File: src/rtl/clk_div_gen_if.sv
// clk_div_gen_if: ratio load handshake and divided-clock outputs
// shared between the divider and its controller / output mux.
interface clk_div_gen_if #(
  parameter int WIDTH = 8
);
  logic [WIDTH-1:0] div_ratio;
  logic             div_load;
  logic             div_busy;
  logic [WIDTH-1:0] div_active;
  logic             clkdiv;
  logic             bypass;
  logic             period_start;

  modport master (
    output div_ratio,
    output div_load,
    input  div_busy,
    input  div_active,
    input  clkdiv,
    input  bypass,
    input  period_start
  );

  modport slave (
    input  div_ratio,
    input  div_load,
    output div_busy,
    output div_active,
    output clkdiv,
    output bypass,
    output period_start
  );
endinterface

File: src/rtl/clk_div_gen.sv
// clk_div_gen: programmable integer divider, ratio applied on period boundary.
// Optional CLK_DIV_ODD_DUTY50_EN adds a negedge stage for 50% duty on odd N.
module clk_div_gen #(
  parameter int WIDTH       = 8,
  parameter int RESET_RATIO = 2
) (
  input  logic        clkin,
  input  logic        rst_n,
  clk_div_gen_if.slave div_if
);

  localparam logic [WIDTH-1:0] ONE    = WIDTH'(1);
  localparam logic [WIDTH-1:0] RST_N  = WIDTH'(RESET_RATIO);
  localparam logic [WIDTH-1:0] RST_CN = WIDTH'(RESET_RATIO - 1);

  logic [WIDTH-1:0] cnt_q, cnt_d;
  logic [WIDTH-1:0] act_q, act_d;
  logic [WIDTH-1:0] pend_q, pend_d;
  logic             busy_q, busy_d;
  logic             clkdiv_q, clkdiv_d;
  logic             pstart_q, pstart_d;
  logic             bypass_q, bypass_d;

  logic [WIDTH-1:0] ratio_eff;
  logic             accept;
  logic             boundary;

  assign ratio_eff = (div_if.div_ratio == '0) ? ONE : div_if.div_ratio;
  assign accept    = div_if.div_load & ~busy_q;
  assign boundary  = (cnt_q == act_q - ONE);

  always_comb begin
    cnt_d  = cnt_q;
    act_d  = act_q;
    pend_d = pend_q;
    busy_d = busy_q;
    if (boundary) begin
      cnt_d  = '0;
      busy_d = 1'b0;
      if (accept)
        act_d = ratio_eff;
      else if (busy_q)
        act_d = pend_q;
    end else begin
      cnt_d = cnt_q + ONE;
      if (accept) begin
        pend_d = ratio_eff;
        busy_d = 1'b1;
      end
    end
    // high phase is cnt 0..H-1; H is 0 in bypass
    clkdiv_d = (cnt_d < (act_d >> 1));
    pstart_d = (cnt_d == '0);
    bypass_d = (act_d == ONE);
  end

  always_ff @(posedge clkin or negedge rst_n) begin
    if (!rst_n) begin
      cnt_q    <= RST_CN;
      act_q    <= RST_N;
      pend_q   <= '0;
      busy_q   <= 1'b0;
      clkdiv_q <= 1'b0;
      pstart_q <= 1'b0;
      bypass_q <= (RESET_RATIO == 1);
    end else begin
      cnt_q    <= cnt_d;
      act_q    <= act_d;
      pend_q   <= pend_d;
      busy_q   <= busy_d;
      clkdiv_q <= clkdiv_d;
      pstart_q <= pstart_d;
      bypass_q <= bypass_d;
    end
  end

`ifdef CLK_DIV_ODD_DUTY50_EN
  logic neg_q;

  // stretches the high phase by half a cycle for odd N >= 3
  always_ff @(negedge clkin or negedge rst_n) begin
    if (!rst_n)
      neg_q <= 1'b0;
    else
      neg_q <= clkdiv_q & act_q[0] & ~bypass_q;
  end

  assign div_if.clkdiv = clkdiv_q | neg_q;
`else
  assign div_if.clkdiv = clkdiv_q;
`endif

  assign div_if.div_busy     = busy_q;
  assign div_if.div_active   = act_q;
  assign div_if.bypass       = bypass_q;
  assign div_if.period_start = pstart_q;

endmodule
File: src/flat_wrapper.sv
// flat-port wrapper written by rule: the top's interface ports become plain ports
module clk_div_gen_flat 
#(
  parameter int WIDTH       = 8,
  parameter int RESET_RATIO = 2
)
  (clkin, rst_n, div_if_div_ratio, div_if_div_load, div_if_div_busy, div_if_div_active, div_if_clkdiv, div_if_bypass, div_if_period_start);
  clk_div_gen_if #(.WIDTH(WIDTH)) div_if_i ();
  input  logic clkin;
  input  logic rst_n;
  input wire logic [$bits(div_if_i.div_ratio)-1:0] div_if_div_ratio;
  input wire logic [$bits(div_if_i.div_load)-1:0] div_if_div_load;
  output wire logic [$bits(div_if_i.div_busy)-1:0] div_if_div_busy;
  output wire logic [$bits(div_if_i.div_active)-1:0] div_if_div_active;
  output wire logic [$bits(div_if_i.clkdiv)-1:0] div_if_clkdiv;
  output wire logic [$bits(div_if_i.bypass)-1:0] div_if_bypass;
  output wire logic [$bits(div_if_i.period_start)-1:0] div_if_period_start;
  assign div_if_i.div_ratio = div_if_div_ratio;
  assign div_if_i.div_load = div_if_div_load;
  assign div_if_div_busy = div_if_i.div_busy;
  assign div_if_div_active = div_if_i.div_active;
  assign div_if_clkdiv = div_if_i.clkdiv;
  assign div_if_bypass = div_if_i.bypass;
  assign div_if_period_start = div_if_i.period_start;
  clk_div_gen #(.WIDTH(WIDTH), .RESET_RATIO(RESET_RATIO)) u_core (.clkin(clkin), .rst_n(rst_n), .div_if(div_if_i));
endmodule
File: config.mk
export PLATFORM = sky130hd
export DESIGN_NAME = clk_div_gen_flat
export DESIGN_NICKNAME = d
export VERILOG_FILES = /design/src/rtl/clk_div_gen_if.sv /design/src/rtl/clk_div_gen.sv /design/src/flat_wrapper.sv
export SDC_FILE = /design/constraint.sdc
export NUM_CORES = 1
export LEC_CHECK = 0
export BUFFER_PORTS_ARGS = -buffer_cell sky130_fd_sc_hd__buf_2
export CORE_ASPECT_RATIO = 0.7
export CORE_UTILIZATION = 34
export CTS_BUF_LIST = sky130_fd_sc_hd__clkbuf_4 sky130_fd_sc_hd__clkbuf_8
export DETAILED_ROUTE_END_ITERATION = 8
export GPL_ROUTABILITY_DRIVEN = 0
export HOLD_SLACK_MARGIN = 0.15
export REMOVE_ABC_BUFFERS = 1
export SYNTH_ARGS = -nofsm -noshare
export SYNTH_HDL_FRONTEND = slang
export SYNTH_SLANG_ARGS = --single-unit
File: constraint.sdc
create_clock -name clkin -period 3.83 [get_ports clkin]
set_clock_uncertainty 0.1 [all_clocks]
set_input_delay 0.383 -clock clkin [delete_from_list [all_inputs] [get_ports clkin]]
set_output_delay 0.383 -clock clkin [all_outputs]
set_load 0.01 [all_outputs]
==> results.toml <==
[outcome]
outcome = "finished clean"

[global_route]
antenna_found_initial = 0
grt_max_degree = 29
grt-ovfl-total = 0
grt_pass1_wl_mm = 7.445
grt_use_met2 = 0.2812
grt_use_total = 0.1867
top_usage_layer = "met2"
grt.met1_usage = 0.2791
use_met3 = 0.04021
grt_pass1_vias = 1469

[critical_path]
worstPathMaxFanout = 4
reg2regPathDepth = 11
endpoint_kind = "flop"
cp_data_arrival_time_ns = 3.73
r2r_end = "u_core.div_if.clkdiv$_DFF_PN0_"
critical_path_required_ns = 3.90
r2r_slack_ns = 0.17
path_class = "flop to flop"
start_kind = "flop"
r2r_start = "u_core.div_if.div_active[1]$_DFF_PN1_"

[finish]
area_growth_pct = 17.37
fin_nets = 231
finalInstanceArea_um2 = 2021
finalCoreUtilization = 0.4180
insertedDiodeCount = 0
layout-drive-gt1-share = 0.2333
instances_no_fill = 279
nFillCells = 499

[floorplanning]
coreArea_um2 = 4835
start_util = 0.3561
die_w_um = 87.05
num_rows = 21
dieArea_um2 = 5357
die_h_um = 61.54
ioPinCount = 23

[route]
drt-initial-drc-count = 62
wl_per_cell_um = 15.60
ant_nets = 0
routed_via_density = 5.072
drc_errors = 0
wl_mm = 4.352
vias = 1415
drtPass1Iterations = 4

[power]
peakVddDrop_mv = 0.3960
p_leak_nw = 0.9314
p_total_mw = 1.773
p_int_mw = 0.9789
p_sw_mw = 0.7937
clkPwrFrac = 0.094
powerDensity_nw_per_um2 = 877.2
switching_share = 0.4478
comb_power_share = 0.577
sequentialPowerShare = 0.329

[clock_network]
clk_pin_slew_ns = 0.10
clock_latency_ns = 0.28
cts_sinks = 28
cts_inserted_buffers = 3
cts_root_buf = "clkbuf_8"
htreeDepth = 1
cts_max_path_buffers = 2
cts_tree = "yes"

[sta]
min_period_ns = 3.655
setup_viol = 0
tightest_slew_ns = 0.6477
max_freq_mhz = 273.6
holdWs_ns = 0.2489
post-route-period-util = 0.9544
slew_violations = 0
relSlewSlack = 0.5682
final-hold-violation-count = 0

[logic_synthesis]
yosys_warnings = 0
syn-cell-area_um2 = 1722
synth.yosys.seq_area_share = 0.4084
yosysMostFrequentCell = "dfrtp_1"
synth_top_cell_by_area = "dfrtp_1"
syn_avg_cell_area_um2 = 9.460
synth_edf_count = 0
syn_inst = 182
synthArstFlopShare = 1.000
synth_area_leaders = "dfrtp_1 (38%), xnor2_1 (6.6%), ha_1 (5.8%)"
yosys-top-cells-count = "dfrtp_1 (26), nor2_1 (20), inv_1 (13), xnor2_1 (13), nand2_1 (11)"
synth_top_area_share = 0.3779
ys.flop_type = "dfrtp_1"
synth.ff_latch_count = 28
synth.distinct_cells = 46

[place]
io_buffers = 22
place_area_um2 = 1917
place_hpwl_mm = 3.230
place_inst = 273

[min_path]
hold_class = "input pin to flop"
hold_start = "div_if_div_ratio[3]"
whs_endpoint = "u_core.pend_q[3]$_DFFE_PN0P_"
worstHoldPathCells = 2

[flow_run]
maxCapViolCount = 0
[power by group through the flow]
stage                     registers (mW)  logic, mW  clock network [mW]
final                              0.583       1.02               0.167
after global routing               0.605       1.15               0.185
after CTS                          0.578      0.969               0.171
after detailed placement           0.583      0.944                   0
after global placement             0.583      0.939                   0
after floorplan                    0.592      0.624                   0
[worst max-delay path, stage by stage (launching register included)]
cell       delay [ns]
dfstp_2          0.39
or4_4            0.53
or3_4            0.40
a2111oi_4        0.36
nand4_1          0.26
or2b_1           0.24
o221a_2          0.21
inv_1            0.06
ha_1             0.30
a21o_1           0.19
a21o_1           0.18
a2111oi_2        0.34
[cells by family after synthesis]
group                      count (synthesis)  share of synthesized area
AOI/OAI and AO/OA                         36                     0.1468
muxes                                      5                    0.03198
and+or+nand+nor                           65                     0.1948
DFF                                       28                     0.4084
xor gates and xnor gates                  18                    0.09157
buffers and inverters                     22                    0.06831
adders and majority gates                  8                    0.05814
[how the worst max path moves through the flow]
stage                                          start                              to  slack (ns)  cells past startpoint
2_1_floorplan  u_core.div_if.div_active[0]$_DFF_PN0_  u_core.div_if.clkdiv$_DFF_PN0_        0.04                     11
3_3_place_gp   u_core.div_if.div_active[1]$_DFF_PN1_  u_core.div_if.clkdiv$_DFF_PN0_        0.06                     11
3_5_place_dp   u_core.div_if.div_active[1]$_DFF_PN1_  u_core.div_if.clkdiv$_DFF_PN0_       -0.03                     11
4_1_cts        u_core.div_if.div_active[1]$_DFF_PN1_  u_core.div_if.clkdiv$_DFF_PN0_        0.05                     11
5_1_grt        u_core.div_if.div_active[1]$_DFF_PN1_  u_core.div_if.clkdiv$_DFF_PN0_      -0.004                     11
6_report       u_core.div_if.div_active[1]$_DFF_PN1_  u_core.div_if.clkdiv$_DFF_PN0_        0.17                     11
[per-stage QoR]
| stage | setup WS (ns) | setup TNS, ns |
|---|---|---|
| after CTS | 0.05265 | 0 |
| final | 0.1748 | 0 |
| after global routing | -0.003781 | -0.003781 |
| after floorplan | 0.03798 | 0 |
| after detailed placement | -0.03220 | -0.03220 |
| after global placement | 0.05621 | 0 |
[cells in the final DEF, fill, tap and decap left out, types with 4 or more instances in the layout]
cell type   n
buf_4      10
xnor2_1    13
a31oi_1     6
and3_1      4
xor2_1      5
dfrtp_1    26
o21ai_0     8
inv_1      13
nand2_1    11
buf_2      22
ha_1        8
nand3_1     7
a21oi_1     6
nor2_1     20
[registers in the layout (all words and copies together), names as in the netlist]
signal                      flops
u_core.div_if.period_start      1
u_core.div_if.div_busy          1
u_core.div_if.clkdiv            1
u_core.div_if.div_active        8
u_core.cnt_q                    8
u_core.div_if.bypass            1
u_core.pend_q                   8
[area by class of cell]
class                      count  area [um^2]  area share
clock buffer                   3        41.29     0.02043
inverter                      13        48.80     0.02415
multi-input combinational    132        934.6      0.4625
sequential                    28        703.2      0.3480
tap                           69        86.33     0.04272
timing repair buffer          34        206.4      0.1022
[per-layer routing]
| layer | share of wire | vias to the layer above |
|---|---|---|
| li1 | - | 701 |
| met1 | 0.53 | 675 |
| met2 | 0.41 | 37 |
| met3 | 0.060 | 2 |
| met4 | 0.0021 | 0 |
| met5 | 0 | - |
[timing repair]
action                                  in CTS  in global routing
hold buffers                                 1                  0
gates resized for setup                      2                  6
endpoints found under the setup margin       1                  1
pin swaps                                    0                  3
hold endpoints to repair                    26                  0
setup buffers                                0                  2
Note: power is estimated with default switching activity, not from simulation.
